===== config.mk =====
export PLATFORM = sky130hd
export DESIGN_NAME = integrator_comb_decim
export DESIGN_NICKNAME = d
export VERILOG_FILES = /design/src/rtl/integrator_pkg.sv /design/src/rtl/integrator_decim_ctr.sv /design/src/rtl/integrator_comb_decim.sv
export SDC_FILE = /design/constraint.sdc
export NUM_CORES = 1
export LEC_CHECK = 0
export ABC_AREA = 1
export BUFFER_PORTS_ARGS = -buffer_cell sky130_fd_sc_hd__buf_2
export CAP_MARGIN = 40
export CELL_PAD_IN_SITES_DETAIL_PLACEMENT = 0
export CELL_PAD_IN_SITES_GLOBAL_PLACEMENT = 1
export CORE_MARGIN = 2
export CORE_UTILIZATION = 38
export CTS_CLUSTER_SIZE = 8
export DETAILED_ROUTE_END_ITERATION = 12
export GPL_TIMING_DRIVEN = 0
export HOLD_SLACK_MARGIN = 0.15
export PLACE_DENSITY_LB_ADDON = 0.1
export SYNTH_ARGS = -nofsm -noshare
export SYNTH_HDL_FRONTEND = slang
export SYNTH_SLANG_ARGS = --single-unit

===== constraint.sdc =====
create_clock -name system1000 -period 4.2 [get_ports system1000]
set_input_delay 0.42 -clock system1000 [delete_from_list [all_inputs] [get_ports system1000]]
set_output_delay 0.42 -clock system1000 [all_outputs]
set_load 0.05 [all_outputs]

===== src/rtl/integrator_pkg.sv =====
// Shared constants and types for the integrator and its decimating comb stage.
package integrator_pkg;

  localparam int SAMPLE_W  = 10;
  localparam int DEFAULT_R = 4;
  localparam int DEFAULT_M = 1;

  typedef logic signed [SAMPLE_W-1:0] sample_t;

  typedef enum logic {
    COUNTING,
    TAKE
  } phase_state_t;

endpackage


===== src/rtl/integrator_decim_ctr.sv =====
// Decimation phase counter: counts valid samples and strobes take on every R-th one.
module integrator_decim_ctr
  import integrator_pkg::*;
#(
  parameter int R = DEFAULT_R
) (
  input  logic clk,
  input  logic rst,
  input  logic in_valid,
  output logic take
);

  localparam int CTR_W = (R > 1) ? $clog2(R) : 1;
  localparam logic [CTR_W-1:0] LAST = CTR_W'(R - 1);

  logic [CTR_W-1:0] phase;
  logic [CTR_W-1:0] phase_next;
  phase_state_t     state;

  always_ff @(posedge clk or posedge rst) begin
    if (rst) phase <= '0;
    else     phase <= phase_next;
  end

  // Invalid cycles leave the phase untouched so stalls do not count as samples.
  always_comb begin
    state      = COUNTING;
    phase_next = phase;
    if (in_valid) begin
      if (phase == LAST) begin
        state      = TAKE;
        phase_next = '0;
      end else begin
        phase_next = phase + 1'b1;
      end
    end
  end

  assign take = (state == TAKE);

endmodule


===== src/rtl/integrator_comb_decim.sv =====
// Decimating comb stage of a single-stage CIC: out = take sample minus the take M steps back.
// Optional extra output register stage: define INTEGRATOR_COMB_OUTREG_EN.
module integrator_comb_decim
  import integrator_pkg::*;
#(
  parameter int W = SAMPLE_W,
  parameter int R = DEFAULT_R,
  parameter int M = DEFAULT_M
) (
  input  logic                system1000,
  input  logic                system1000_rst,
  input  logic signed [W-1:0] in_data,
  input  logic                in_valid,
  output logic signed [W-1:0] out_data,
  output logic                out_valid
);

  logic                take;
  logic signed [W-1:0] delay [M];
  logic signed [W-1:0] comb_data;
  logic                comb_valid;

  integrator_decim_ctr #(.R(R)) u_ctr (
    .clk      (system1000),
    .rst      (system1000_rst),
    .in_valid (in_valid),
    .take     (take)
  );

  // Modulo-2^W subtraction lets integrator wrap-around cancel exactly.
  always_ff @(posedge system1000 or posedge system1000_rst) begin
    if (system1000_rst) begin
      for (int k = 0; k < M; k++) delay[k] <= '0;
      comb_data  <= '0;
      comb_valid <= 1'b0;
    end else begin
      comb_valid <= take;
      if (take) begin
        comb_data <= in_data - delay[M-1];
        delay[0]  <= in_data;
        for (int k = M - 1; k > 0; k--) delay[k] <= delay[k-1];
      end
    end
  end

`ifdef INTEGRATOR_COMB_OUTREG_EN
  always_ff @(posedge system1000 or posedge system1000_rst) begin
    if (system1000_rst) begin
      out_data  <= '0;
      out_valid <= 1'b0;
    end else begin
      out_data  <= comb_data;
      out_valid <= comb_valid;
    end
  end
`else
  assign out_data  = comb_data;
  assign out_valid = comb_valid;
`endif

endmodule

==> results.cfg <==
[run_status]
status = complete, no violations

[floorplanning]
rows = 21
die_h_um = 62.4
start_util_pct = 39.2
die_w_um = 62.4
coreArea_um2 = 3310
die_area_um2 = 3890
ios = 24

[clock_network]
post_cts_buffers = 0
cts_buffers = 3
cts_buffer_depth = 2
ctsRootBufferMaster = clkbuf_4
cts.htree.levels = 1
path_clk_slew_ns = 0.13
clkSinkCount = 23
tritoncts = yes
clock_latency_ns = 0.31

[sta]
finalSetupTns_ns = 0
post-route-worst-setup-slack_ns = 2.56
skew_ns = 0.00416
fmax_mhz = 610
hold_viol = 0
period_share_pct = 39.0
period_needed_ns = 1.64
setup_viol = 0
slew-limit-headroom_pct = 70.3
rsz0062_at_grt = no
slew_violations = 0
worst_pin_slew_ns = 0.445

[logic_synthesis]
seq_area_frac_synth_pct = 44.4
yosysWarnings = 0
ys_async_sr_fraction_pct = 100
syn_avg_cell_area_um2 = 8.00
synth.distinct_cells = 21
synth_edf_count = 0
ys_seq_elements = 23
syn_nets = 186
ys.flop_type = dfrtp_1
syn-instance-count = 162
synth_area_um2 = 1300

[hold_path]
hold_path_depth = 3
min_path_type = in -> reg

[drt]
wl_mm = 2.51
post_drt_wl_per_cell_um = 10.6
vias = 1079
via_per_inst = 4.55
drcViolationCount = 0
dr.pass1.iters = 5
ant_nets = 0
drt_iter0_drc = 75

[global_routing]
antenna_found_initial = 0
grt_overflow = 0
grt_pass1_wl_mm = 4.60
grt_max_degree = 14
grt_pass1_vias = 1039
grt_use_total_pct = 14.6

[finish]
multi_input_area_um2 = 632
nets = 216
insertedDiodeCount = 0
regArea_um2 = 576
drive_gt1_share_pct = 17.8
area_growth_pct = 17.3
fillers = 358

[flow_run]
max_cap_violations = 0

[power]
power_w = 0.00116
vdd_ir_drop_max_v = 0.000301
powerDensity_nw_per_um2 = 762
leakagePower_nw = 0.817

[placed_design]
place_ws_ns = 2.32
dp_hpwl_mm = 2.02
port_buffers = 23
finalWeightedCongestion = 0.735

[worst_setup_path]
path_class = reg -> reg
crit_arrival_ns = 1.86
rrSetupSlack_ns = 2.56
path_max_fanout = 3
startpoint_type = register
cp-end-kind = register
critPathRequiredTime_ns = 4.42
worstRegToRegCells = 9
[sequential cells by signal (all words and copies together) (netlist names)]
register	flops
delay	10
out_data	10
u_ctr.phase	2
out_valid	1
[routing by layer]
| metal | track usage (%) | part of all wire [%] | up-vias |
|---|---|---|---|
| li1 | - | - | 573 |
| met1 | 19.8 | 50 | 486 |
| met2 | 23.8 | 46 | 15 |
| met3 | 2.16 | 2.4 | 5 |
| met4 | 5.00 | 1.4 | 0 |
| met5 | 0 | 0 | - |
[Yosys cell counts (2+ instances only)]
cell	n	area share, %
nand2_1	57	17
dfrtp_1	23	44
inv_1	18	5.2
o21ai_0	14	5.4
nand3_1	11	4.2
ha_1	10	9.7
nor2_1	6	1.7
a21oi_1	5	1.9
xnor2_1	3	2.0
buf_2	2	0.77
nand3b_1	2	1.2
o21a_1	2	1.2
[final timing paths]
path / endpoint / from
min in group asynchronous: out_data[8] / system1000_rst
max: out_data[6] / delay[0]
max reg2reg: out_data[6] / delay[0]
min: delay[2] / in_data[2]
min reg2reg: out_data[1] / out_data[1]
max in group asynchronous: delay[4] / system1000_rst
[cells in the final DEF, fill, tap and decap left out]
cell           Yosys  layout
dfrtp_1           23      23
xnor2_1            3       3
o21a_1             2       2
o21ai_0           14      14
nor2_1             6       6
inv_2              1       1
nand3b_1           2       2
fa_1               1       1
buf_8              0       1
mux2_2             1       1
nor2_2             1       1
nand3_1           11      11
buf_4              1       1
xor2_1             1       1
buf_2              2      25
nand2_1           57      57
nand2_2            1       1
a21oi_1            5       5
ha_1              10      10
nand4_1            1       1
o21ai_1            1       1
clkbuf_1           0       1
clkbuf_4           0       3
dlygate4sd3_1      0       1
inv_1             18      18
[worst max-delay path: stages (launching register included)]
cell and delay, ns:
dfrtp_1 0.38, ha_1 0.14, inv_1 0.07, fa_1 0.41
nand3_1 0.10, nand2_1 0.10, nand3_1 0.10, nand3b_1 0.08
nand3_1 0.10, nand2_1 0.05
[per-stage QoR]
step	cell area, um^2	util [%]	cells	hold slack [ns]
2_1_floorplan	1300	-	162	0.422
3_3_place_gp	1470	44.4	231	0.459
3_5_place_dp	1480	44.8	232	0.450
4_1_cts	1520	45.9	237	0.319
5_1_grt	1520	45.9	237	0.305
6_report	1520	45.9	237	0.318
[repair_timing]
item / 4_1_cts / 5_1_grt
gates resized for setup: 0 / 0
hold buffers: 1 / 0
hold endpoints to repair: 10 / 0
[area by class of cell]
type                    count  share of cell area (%)
multi-input cells         117                    41.6
flip-flops and latches     23                    37.9
repair buffers             25                    9.22
inverters                  19                    4.69
well taps                  46                    3.79
clock buffers               4                    1.73
plain buffers               3                    1.15
[report_power, final]
part / internal, W / leakage (nW) / switching, W
sequential: 0.000321 / 0.285 / 0.0000397
combinational: 0.000227 / 0.518 / 0.000465
clock: 0.0000371 / 0.0150 / 0.0000681
total: 0.000586 / 0.817 / 0.000573
[cells by family after synthesis]
logic type,share of synthesized area (%)
AO/OA/AOI/OAI,8.88
XOR/XNOR,2.70
adder cells (fa/ha/maj),11.2
buffers and inverters,6.85
flip-flops,44.4
multiplexers,0.869
AND/OR/NAND/NOR,25.1
No activity file was read; power rests on OpenSTA's default activity.
